File: src/rtl/blackjack_round_ctrl.sv
// Round sequencer for BlackJack: deals the opening hand, hands the turn to the
// player, plays the dealer by the stand rule and resolves the winner.
module blackjack_round_ctrl #(
    parameter int DEALER_STAND = 17,
    parameter int TOTAL_W      = 5
) (
    input  logic               i_clk,
    input  logic               i_rst_n,
    input  logic               i_dealButtonPushed,
    input  logic               i_ready,
    input  logic [1:0]         i_command,
    output logic               o_turnIndicator,
    output logic               o_cardReq,
    input  logic               i_cardAck,
    input  logic [3:0]         i_cardRank,
    output logic [TOTAL_W-1:0] o_playerTotal,
    output logic [TOTAL_W-1:0] o_dealerTotal,
    output logic [TOTAL_W-1:0] o_playerCards,
    output logic [TOTAL_W-1:0] o_dealerCards,
    output logic [1:0]         o_result,
    output logic               o_roundDone,
    output logic [2:0]         o_dbgState
);

    localparam logic [1:0] COMMAND_NONE  = 2'd0;
    localparam logic [1:0] COMMAND_HIT   = 2'd1;
    localparam logic [1:0] COMMAND_STAND = 2'd2;
    localparam logic [TOTAL_W-1:0] CNT_MAX = '1;

    typedef enum logic [2:0] {
        S_IDLE,
        S_DEAL,
        S_PLAYER_TURN,
        S_PLAYER_DRAW,
        S_DEALER_TURN,
        S_DEALER_DRAW,
        S_RESOLVE,
        S_DONE
    } state_t;

    state_t             state_q, state_d;
    logic [4:0]         p_hard_q, p_hard_d, d_hard_q, d_hard_d;
    logic               p_ace_q, p_ace_d, d_ace_q, d_ace_d;
    logic [TOTAL_W-1:0] p_cnt_q, p_cnt_d, d_cnt_q, d_cnt_d;
    logic [1:0]         deal_idx_q, deal_idx_d;
    logic [1:0]         result_q, result_d;
    logic               turn_q, req_q, done_q;

    function automatic logic [4:0] best_total(input logic [4:0] hard, input logic ace);
        best_total = (ace && (hard <= 5'd11)) ? hard + 5'd10 : hard;
    endfunction

    // Card handshake: a card moves on a rising edge where the request (decoded
    // from a card-taking state) and i_cardAck are both high; ranks outside 1..13 are dropped.
    logic       card_state, card_take, rank_ok, rank_ace;
    logic [4:0] rank_val;
    assign card_state = (state_q == S_DEAL) || (state_q == S_PLAYER_DRAW) ||
                        (state_q == S_DEALER_DRAW);
    assign rank_ok    = (i_cardRank >= 4'd1) && (i_cardRank <= 4'd13);
    assign rank_ace   = (i_cardRank == 4'd1);
    assign rank_val   = (i_cardRank > 4'd10) ? 5'd10 : {1'b0, i_cardRank};
    assign card_take  = card_state && i_cardAck && rank_ok;

    logic [4:0]         p_best, d_best, p_hard_add, d_hard_add, p_best_add;
    logic               p_ace_add, d_ace_add;
    logic [TOTAL_W-1:0] p_cnt_inc, d_cnt_inc;
    logic               cmd_valid;
    assign p_best     = best_total(p_hard_q, p_ace_q);
    assign d_best     = best_total(d_hard_q, d_ace_q);
    assign p_hard_add = p_hard_q + rank_val;
    assign d_hard_add = d_hard_q + rank_val;
    assign p_ace_add  = p_ace_q | rank_ace;
    assign d_ace_add  = d_ace_q | rank_ace;
    assign p_best_add = best_total(p_hard_add, p_ace_add);
    assign p_cnt_inc  = (p_cnt_q == CNT_MAX) ? p_cnt_q : p_cnt_q + TOTAL_W'(1);
    assign d_cnt_inc  = (d_cnt_q == CNT_MAX) ? d_cnt_q : d_cnt_q + TOTAL_W'(1);
    assign cmd_valid  = i_ready && (i_command != COMMAND_NONE);

    always_comb begin
        state_d    = state_q;
        p_hard_d   = p_hard_q;
        d_hard_d   = d_hard_q;
        p_ace_d    = p_ace_q;
        d_ace_d    = d_ace_q;
        p_cnt_d    = p_cnt_q;
        d_cnt_d    = d_cnt_q;
        deal_idx_d = deal_idx_q;
        result_d   = result_q;
        case (state_q)
            S_IDLE, S_DONE: begin
                if (i_dealButtonPushed) begin
                    p_hard_d   = '0;
                    d_hard_d   = '0;
                    p_ace_d    = 1'b0;
                    d_ace_d    = 1'b0;
                    p_cnt_d    = '0;
                    d_cnt_d    = '0;
                    deal_idx_d = '0;
                    result_d   = '0;
                    state_d    = S_DEAL;
                end
            end
            S_DEAL: begin
                if (card_take) begin
                    deal_idx_d = deal_idx_q + 2'd1;
                    if (!deal_idx_q[0]) begin
                        p_hard_d = p_hard_add;
                        p_ace_d  = p_ace_add;
                        p_cnt_d  = p_cnt_inc;
                    end else begin
                        d_hard_d = d_hard_add;
                        d_ace_d  = d_ace_add;
                        d_cnt_d  = d_cnt_inc;
                    end
                    // The last dealt card is the dealer's, so the player's hand is already final.
                    if (deal_idx_q == 2'd3) begin
                        state_d = (p_best == 5'd21) ? S_DEALER_TURN : S_PLAYER_TURN;
                    end
                end
            end
            S_PLAYER_TURN: begin
                if (cmd_valid) begin
                    if (i_command == COMMAND_HIT) begin
                        state_d = S_PLAYER_DRAW;
                    end else if (i_command == COMMAND_STAND) begin
                        state_d = S_DEALER_TURN;
                    end
                end
            end
            S_PLAYER_DRAW: begin
                if (card_take) begin
                    p_hard_d = p_hard_add;
                    p_ace_d  = p_ace_add;
                    p_cnt_d  = p_cnt_inc;
                    if (p_best_add > 5'd21) begin
                        state_d = S_RESOLVE;
                    end else if (p_best_add == 5'd21) begin
                        state_d = S_DEALER_TURN;
                    end else begin
                        state_d = S_PLAYER_TURN;
                    end
                end
            end
            S_DEALER_TURN: begin
                state_d = (int'(d_best) < DEALER_STAND) ? S_DEALER_DRAW : S_RESOLVE;
            end
            S_DEALER_DRAW: begin
                if (card_take) begin
                    d_hard_d = d_hard_add;
                    d_ace_d  = d_ace_add;
                    d_cnt_d  = d_cnt_inc;
                    state_d  = S_DEALER_TURN;
                end
            end
            S_RESOLVE: begin
                if (p_best > 5'd21) begin
                    result_d = 2'd2;
                end else if (d_best > 5'd21) begin
                    result_d = 2'd1;
                end else if (p_best > d_best) begin
                    result_d = 2'd1;
                end else if (p_best < d_best) begin
                    result_d = 2'd2;
                end else begin
                    result_d = 2'd3;
                end
                state_d = S_DONE;
            end
            default: state_d = S_IDLE;
        endcase
    end

    always_ff @(posedge i_clk or negedge i_rst_n) begin
        if (!i_rst_n) begin
            state_q    <= S_IDLE;
            p_hard_q   <= '0;
            d_hard_q   <= '0;
            p_ace_q    <= 1'b0;
            d_ace_q    <= 1'b0;
            p_cnt_q    <= '0;
            d_cnt_q    <= '0;
            deal_idx_q <= '0;
            result_q   <= '0;
            turn_q     <= 1'b0;
            req_q      <= 1'b0;
            done_q     <= 1'b0;
        end else begin
            state_q    <= state_d;
            p_hard_q   <= p_hard_d;
            d_hard_q   <= d_hard_d;
            p_ace_q    <= p_ace_d;
            d_ace_q    <= d_ace_d;
            p_cnt_q    <= p_cnt_d;
            d_cnt_q    <= d_cnt_d;
            deal_idx_q <= deal_idx_d;
            result_q   <= result_d;
            turn_q     <= (state_d == S_PLAYER_TURN);
            req_q      <= (state_d == S_DEAL) || (state_d == S_PLAYER_DRAW) ||
                          (state_d == S_DEALER_DRAW);
            done_q     <= (state_d == S_DONE);
        end
    end

    assign o_turnIndicator = turn_q;
    assign o_cardReq       = req_q;
    assign o_roundDone     = done_q;
    assign o_result        = result_q;
    assign o_playerTotal   = TOTAL_W'(p_best);
    assign o_dealerTotal   = TOTAL_W'(d_best);
    assign o_playerCards   = p_cnt_q;
    assign o_dealerCards   = d_cnt_q;
    assign o_dbgState      = state_q;

endmodule

File: config.mk
export PLATFORM = sky130hd
export DESIGN_NAME = blackjack_round_ctrl
export DESIGN_NICKNAME = d
export VERILOG_FILES = /design/src/rtl/blackjack_round_ctrl.sv
export SDC_FILE = /design/constraint.sdc
export NUM_CORES = 1
export LEC_CHECK = 0
export ABC_CLOCK_PERIOD_IN_PS = 2950
export CELL_PAD_IN_SITES_DETAIL_PLACEMENT = 0
export CELL_PAD_IN_SITES_GLOBAL_PLACEMENT = 1
export CORE_MARGIN = 1
export CORE_UTILIZATION = 38
export DETAILED_ROUTE_END_ITERATION = 8
export GPL_TIMING_DRIVEN = 0
export PLACE_DENSITY_LB_ADDON = 0.2
export SETUP_SLACK_MARGIN = 0.5
export SLEW_MARGIN = 25
export SYNTH_ARGS = -nofsm -noshare
export SYNTH_HDL_FRONTEND = slang
export SYNTH_SLANG_ARGS = --single-unit
File: constraint.sdc
create_clock -name i_clk -period 2.95 [get_ports i_clk]
set_input_delay 0.59 -clock i_clk [delete_from_list [all_inputs] [get_ports i_clk]]
set_output_delay 0.59 -clock i_clk [all_outputs]
set_load 0.02 [all_outputs]
; ---- Word level (Yosys, flattened, before mapping)
; Cells that the tools add are included.
[op_classes]
n_lt_le_gt_ge = 12
addsub = 8
eq_ne = 26
muxes = 53
bitwise = 2
n_reduce_logical = 22
[ops]
columns = op, count
row1 = $mux 5, 18
row2 = $pmux 5 s3, 4
row3 = $mux 3, 11
row4 = $pmux 3 s7, 1
row5 = $eq 5x5->1 const B, 4
row6 = $eq 3x3->1 const B, 6
row7 = $add 5x4->5 const B, 3
row8 = $gt 5x5->1 const B, 3
row9 = $le 5x4->1 const B, 3
row10 = $eq 3x2->1 const B, 4
row11 = $mux 2, 6
row12 = $ne 2x2->1 const B, 6
row13 = $add 5x1->5 const B, 2
row14 = $add 5x4->5, 2
row15 = $reduce_and 5->1, 2
row16 = $mux 1, 8
row17 = $pmux 2 s2, 2
row18 = $logic_and 1x1->1, 7
row19 = $eq 3x1->1 const B, 2
row20 = $pmux 1 s3, 2
row21 = $reduce_bool 2->1, 3
row22 = $reduce_bool 3->1, 2
row23 = $gt 5x5->1, 1
row24 = $lt 5x5->1, 1
row25 = 15 further kinds, 20
[word_totals]
reg_bits = 32
in_bits = 11

; ---- Depth between registers and ports, before layout
; Gate-level depths: netlist (run 1).
[depth]
ltp_word = 14
mapped_depth = 16
depth_no_buf = 15

; ---- Worst setup path before layout (run 1)
; OpenSTA, ideal clock, no wires.
[synth_path]
path_type = input-to-reg
from = input i_cardRank[2]
to = register done_q (netlist: o_roundDone)
slack_ns = -0.521
stages = 14
setup_time_ns = 0.067
arrival_time_ns = 3.404
n_path_buf = 0
cell_sequence = o21ai_0 -> and2_1 -> ha_1 -> fa_1 -> xnor3_2 -> inv_1 -> ha_1 -> nand2_1 -> o21bai_4 -> a211oi_4 -> mux2_4 -> a31o_2 -> o311ai_4 -> and3_1
[synth_between]
elab_chain_cells = 12
[synth_rtl]
columns = element, line
row1 = from (decl), 15  ; input logic [3:0] i_cardRank,
row2 = branches (longest 10 deep; another with $add 5x4->5), -
row3 = $pmux 3 s7 (*), 89  ; case (state_q)
row4 = named net state_d[1], 41  ; state_t state_q, state_d;
row5 = $eq 3x3->1 (*), 200  ; done_q <= (state_d == S_DONE);
row6 = to (signal assigned), 200
row7 = to (decl), 47  ; logic turn_q, req_q, done_q;
; Mark *: on every way through the listed nets, which the timed path passes.
; A chain may end at the register's enable or synchronous reset.

; ---- Final worst setup path (run 1)
[layout_path]
from = input i_cardRank[2]
to = register turn_q (netlist: o_turnIndicator)
[layout_between]
elab_chain_cells = 12
[layout_rtl]
columns = element, line
row1 = branches (longest 10 deep; another with $add 5x4->5), -
row2 = $pmux 3 s7 (*), 89
row3 = named net state_d[2], 41
row4 = $eq 3x2->1 (*), 197  ; turn_q <= (state_d == S_PLAYER_TURN);
row5 = to (signal assigned), 197
row6 = to (decl), 47
; Marks and branches as above.

==> run_results.csv, run 1 <==
group,metric,value,unit
status,status,"finished with violations",
timing,finalSetupTns,-174,ps
setup_path,path_cells,"buf_8, o21ai_2, and2_4, ha_4, fa_2, xnor3_2, inv_2, ha_4, nand2_4, o21bai_4, a211oi_4, mux2_4, a31oi_4, o211ai_2, a211oi_2",
routing,routed_wl,7.65,mm
timing,fin_crit,3020,ps
power_and_ir_drop,p_comb_share,73.6,%
grt,antenna_found_initial,0,
routing,first_pass_iters,4,
logic_synthesis,syn_nets,346,
place,port_buffers,38,
run,max_cap_violations,0,
power_and_ir_drop,pwr-share-seq,18.0,%
logic_synthesis,ys_top_cells_by_area,"dfrtp_1 29%, ha_1 10%, nand2_1 5.8%",
timing,slew_violations,0,
routing,drt_iter0_drc,129,
die,start_util,40.0,%
grt,grt_max_degree,18,
die,die_h,87.3,um
setup_path,path_buf_inv,2,
logic_synthesis,synth_top_area_share,29.0,%
clock_network,clk_pin_slew,70,ps
clock_network,cts.path.max_buffers,2,
finish,utilization,57.0,%
power_and_ir_drop,p_switching,2.05,mW
timing,finalHoldViolCount,0,
routing,vias,2558,
place,dp_cells,446,
grt,grtUsageMet2,35.7,%
grt,grtUsageTotal,21.5,%
grt,grt_util_met3,2.56,%
setup_path,cp_slowest_cell,"fa_2",
die,fp.dieW,87.3,um
logic_synthesis,yosysSeqAreaShare,29.0,%
timing,max_freq,0.332,GHz
logic_synthesis,async_flop_share,100,%
logic_synthesis,syn_area_per_cell,8.88,um^2
power_and_ir_drop,power_leakage,1.74,nW
finish,finalNetCount,422,
finish,drive_gt1_share,31.2,%
timing,timing.final.crit_share,102,%
setup_path,crit_path_end_kind,"flop",
power_and_ir_drop,p_clk_share,8.4,%
grt,grt.overflow.total,0,
logic_synthesis,synth_cell_types,74,
grt,grt_pass1_wl,12.6,mm
setup_path,cp_max_fo,6,
grt,grt_pass1_vias,2522,
finish,num_antenna_cells,0,
place,hpwlAfterDp,5.47,mm
setup_path,worst_path_largest_cell_delay,370,ps
clock_network,clockRootBuffer,"clkbuf_8",
grt,grt_busiest_layer,"met2",
power_and_ir_drop,swShare,47.0,%
setup_path,crit_path_frequent_cell,"ha_4",
timing,rsz0062_at_grt,"true",
routing,vias_per_cell,5.29,
routing,wl_per_cell,15.8,um
logic_synthesis,yosys_warnings,0,
finish,areaGrowthSynthToFinish,42.5,%
clock_network,clock_sinks,32,
timing,setup_violations,4,
logic_synthesis,synth_ff_type,"dfrtp_1",
finish,design_area,3940,um^2
logic_synthesis,netlist_top_cells_count,"43 x nand2_1, 32 x dfrtp_1, 24 x o21ai_0",
clock_network,htree_levels,2,
clock_network,cts_buffers,5,
timing,tightestPinTransition,805,ps
timing,maxSlewHeadroom,46.1,%
clock_network,cts_tree,"done",
die,die_area,7620,um^2
finish,fin_cells,484,
logic_synthesis,synth.most_common_cell,"nand2_1",
die,ios,39,
logic_synthesis,synth-edff-count,0,
power_and_ir_drop,power_density,1110,nW/um^2
clock_network,insertion_delay,290,ps
power_and_ir_drop,ir_drop,0.000644,V
logic_synthesis,syn_area,2760,um^2
place,routabilityCongestion,0.835,
setup_path,arrival,3210,ps
power_and_ir_drop,p_int,2.31,mW
timing,fin_skew,3.63,ps
setup_path,cp.required,3140,ps
status,violations,"negative setup slack",
timing,layout_setup_ws,-65.5,ps
logic_synthesis,syn_inst,311,
place,pre_cts_ws,-1340,ps
setup_path,cp-start-kind,"input pin",
logic_synthesis,ys_ff_latch,32,
setup_path,crit_type,"in2reg",
grt,grt_util_met1,29.4,%
routing,drc_errors,0,
power_and_ir_drop,total_power,4.36,mW
hold_path,hold_path_class,"in2async",
logic_synthesis,yosysTopAreaCell,"dfrtp_1",
setup_path,path_delay_family,"compound AO/OA/AOI/OAI gates",
die,num_rows,30,
die,core,6910,um^2
place,place_area,3390,um^2
routing,antenna_left,0,
timing,whs,242,ps
-- area by class of cell --
| class | instances | area, um^2 |
|---|---|---|
| Multi-Input combinational cell | 245 | 2080 |
| Timing Repair Buffer | 69 | 647 |
| Fill cell | 629 | 2970 |
| Tap cell | 96 | 120 |
| Buffer | 16 | 125 |
| Clock buffer | 8 | 90.1 |
| Sequential cell | 32 | 805 |
| Inverter | 18 | 72.6 |
-- flip-flops by register name, indices dropped and copies added, names as in the netlist --
register and flops:
o_dbgState 3, o_turnIndicator 1, p_ace_q 1, d_ace_q 1
o_dealerCards 5, d_hard_q 5, p_hard_q 5, o_result 2
o_cardReq 1, deal_idx_q 2, o_roundDone 1, o_playerCards 5
-- power groups by stage --
stage	clock (mW)	sequential, mW	combinational, mW
after global placement	0	0.793	2.55
after floorplan	0	0.831	1.81
after detailed placement	0	0.795	2.61
after CTS	0.375	0.781	3.00
after global routing	0.387	0.815	3.51
final	0.365	0.786	3.20
-- logic make-up (layout without fill, tap and decap cells) --
logic type               after synthesis  in the layout  synth area share, %
AO/OA/AOI/OAI                         85             85                 22.9
XOR/XNOR                              19             19                 7.25
adder cells (fa/ha/maj)               27             27                 12.6
buffers and inverters                 34            111                 6.29
flip-flops                            32             32                 29.0
multiplexers                           3              3                 1.31
AND/OR/NAND/NOR                      111            111                 20.6
-- worst reg2reg max path, cell delays in order (launching register included) --
cell and delay (ps):
dfrtp_1 470, ha_4 210, fa_2 370, xnor3_2 270
inv_2 60, ha_4 160, nand2_4 60, o21bai_4 90
a211oi_4 310, mux2_4 360, a31oi_4 150, o211ai_2 130
a211oi_2 210
-- worst paths after layout --
| path | from | end | slack, ps | cells after the start |
|---|---|---|---|---|
| min in group i_clk | o_playerCards[4] | o_playerCards[4] | 530 | 2 |
| max reg2reg | p_hard_q[0] | o_turnIndicator | 0 | 12 |
| min | i_rst_n | d_ace_q | 240 | 1 |
| max in group asynchronous | i_rst_n | o_cardReq | 2270 | 2 |
| min reg2reg | o_playerCards[4] | o_playerCards[4] | 530 | 2 |
| max | i_cardRank[2] | o_turnIndicator | -70 | 15 |
-- placed cells by master, fill, tap and decap left out, types with 4 or more instances in the layout --
cell              n
nand2_1          40
buf_4            30
dfrtp_1          29
clkdlybuf4s50_1  25
o21ai_0          19
ha_1             17
nor2_1           16
inv_1            14
clkbuf_8         10
buf_6            10
nand3_1           8
a21oi_1           8
clkbuf_1          7
xor2_1            7
a21o_1            6
xnor2_1           6
nor3_1            6
o31ai_1           5
ha_4              5
or3_1             4
nand2b_1          4
and3_1            4
a21oi_2           4
-- timing repair --
item | in CTS | in global routing
buffers inserted | 23 | 7
gates resized for setup | 93 | 27
pin swaps | 19 | 15
hold buffers | 0 | 0
endpoints found under the setup margin | 37 | 25
-- routing by layer --
metal  vias to the layer above  part of all wire, %
li1                       1266                    -
met1                      1223                   47
met2                        59                   48
met3                        10                  2.9
met4                         0                  1.6
met5                         -                    0
No activity file was read; power rests on OpenSTA's default activity.
==> inputs of run 2 (changes only) <==
--- a/config.mk
+++ b/config.mk
@@ -18,3 +18,4 @@
 export SYNTH_ARGS = -nofsm -noshare
 export SYNTH_HDL_FRONTEND = slang
 export SYNTH_SLANG_ARGS = --single-unit
+export TNS_END_PERCENT = 100
==> results of run 2 <==
Same layout as run 1: the final DEF is identical, and so are final timing and power.
==> inputs of run 3 (changes only) <==
--- a/config.mk
+++ b/config.mk
@@ -12,6 +12,7 @@
 export CORE_UTILIZATION = 38
 export DETAILED_ROUTE_END_ITERATION = 8
 export GPL_TIMING_DRIVEN = 0
+export HOLD_SLACK_MARGIN = 0.08
 export PLACE_DENSITY_LB_ADDON = 0.2
 export SETUP_SLACK_MARGIN = 0.5
 export SLEW_MARGIN = 25
==> results of run 3 <==
Same layout as run 1: the final DEF is identical, and so are final timing and power.
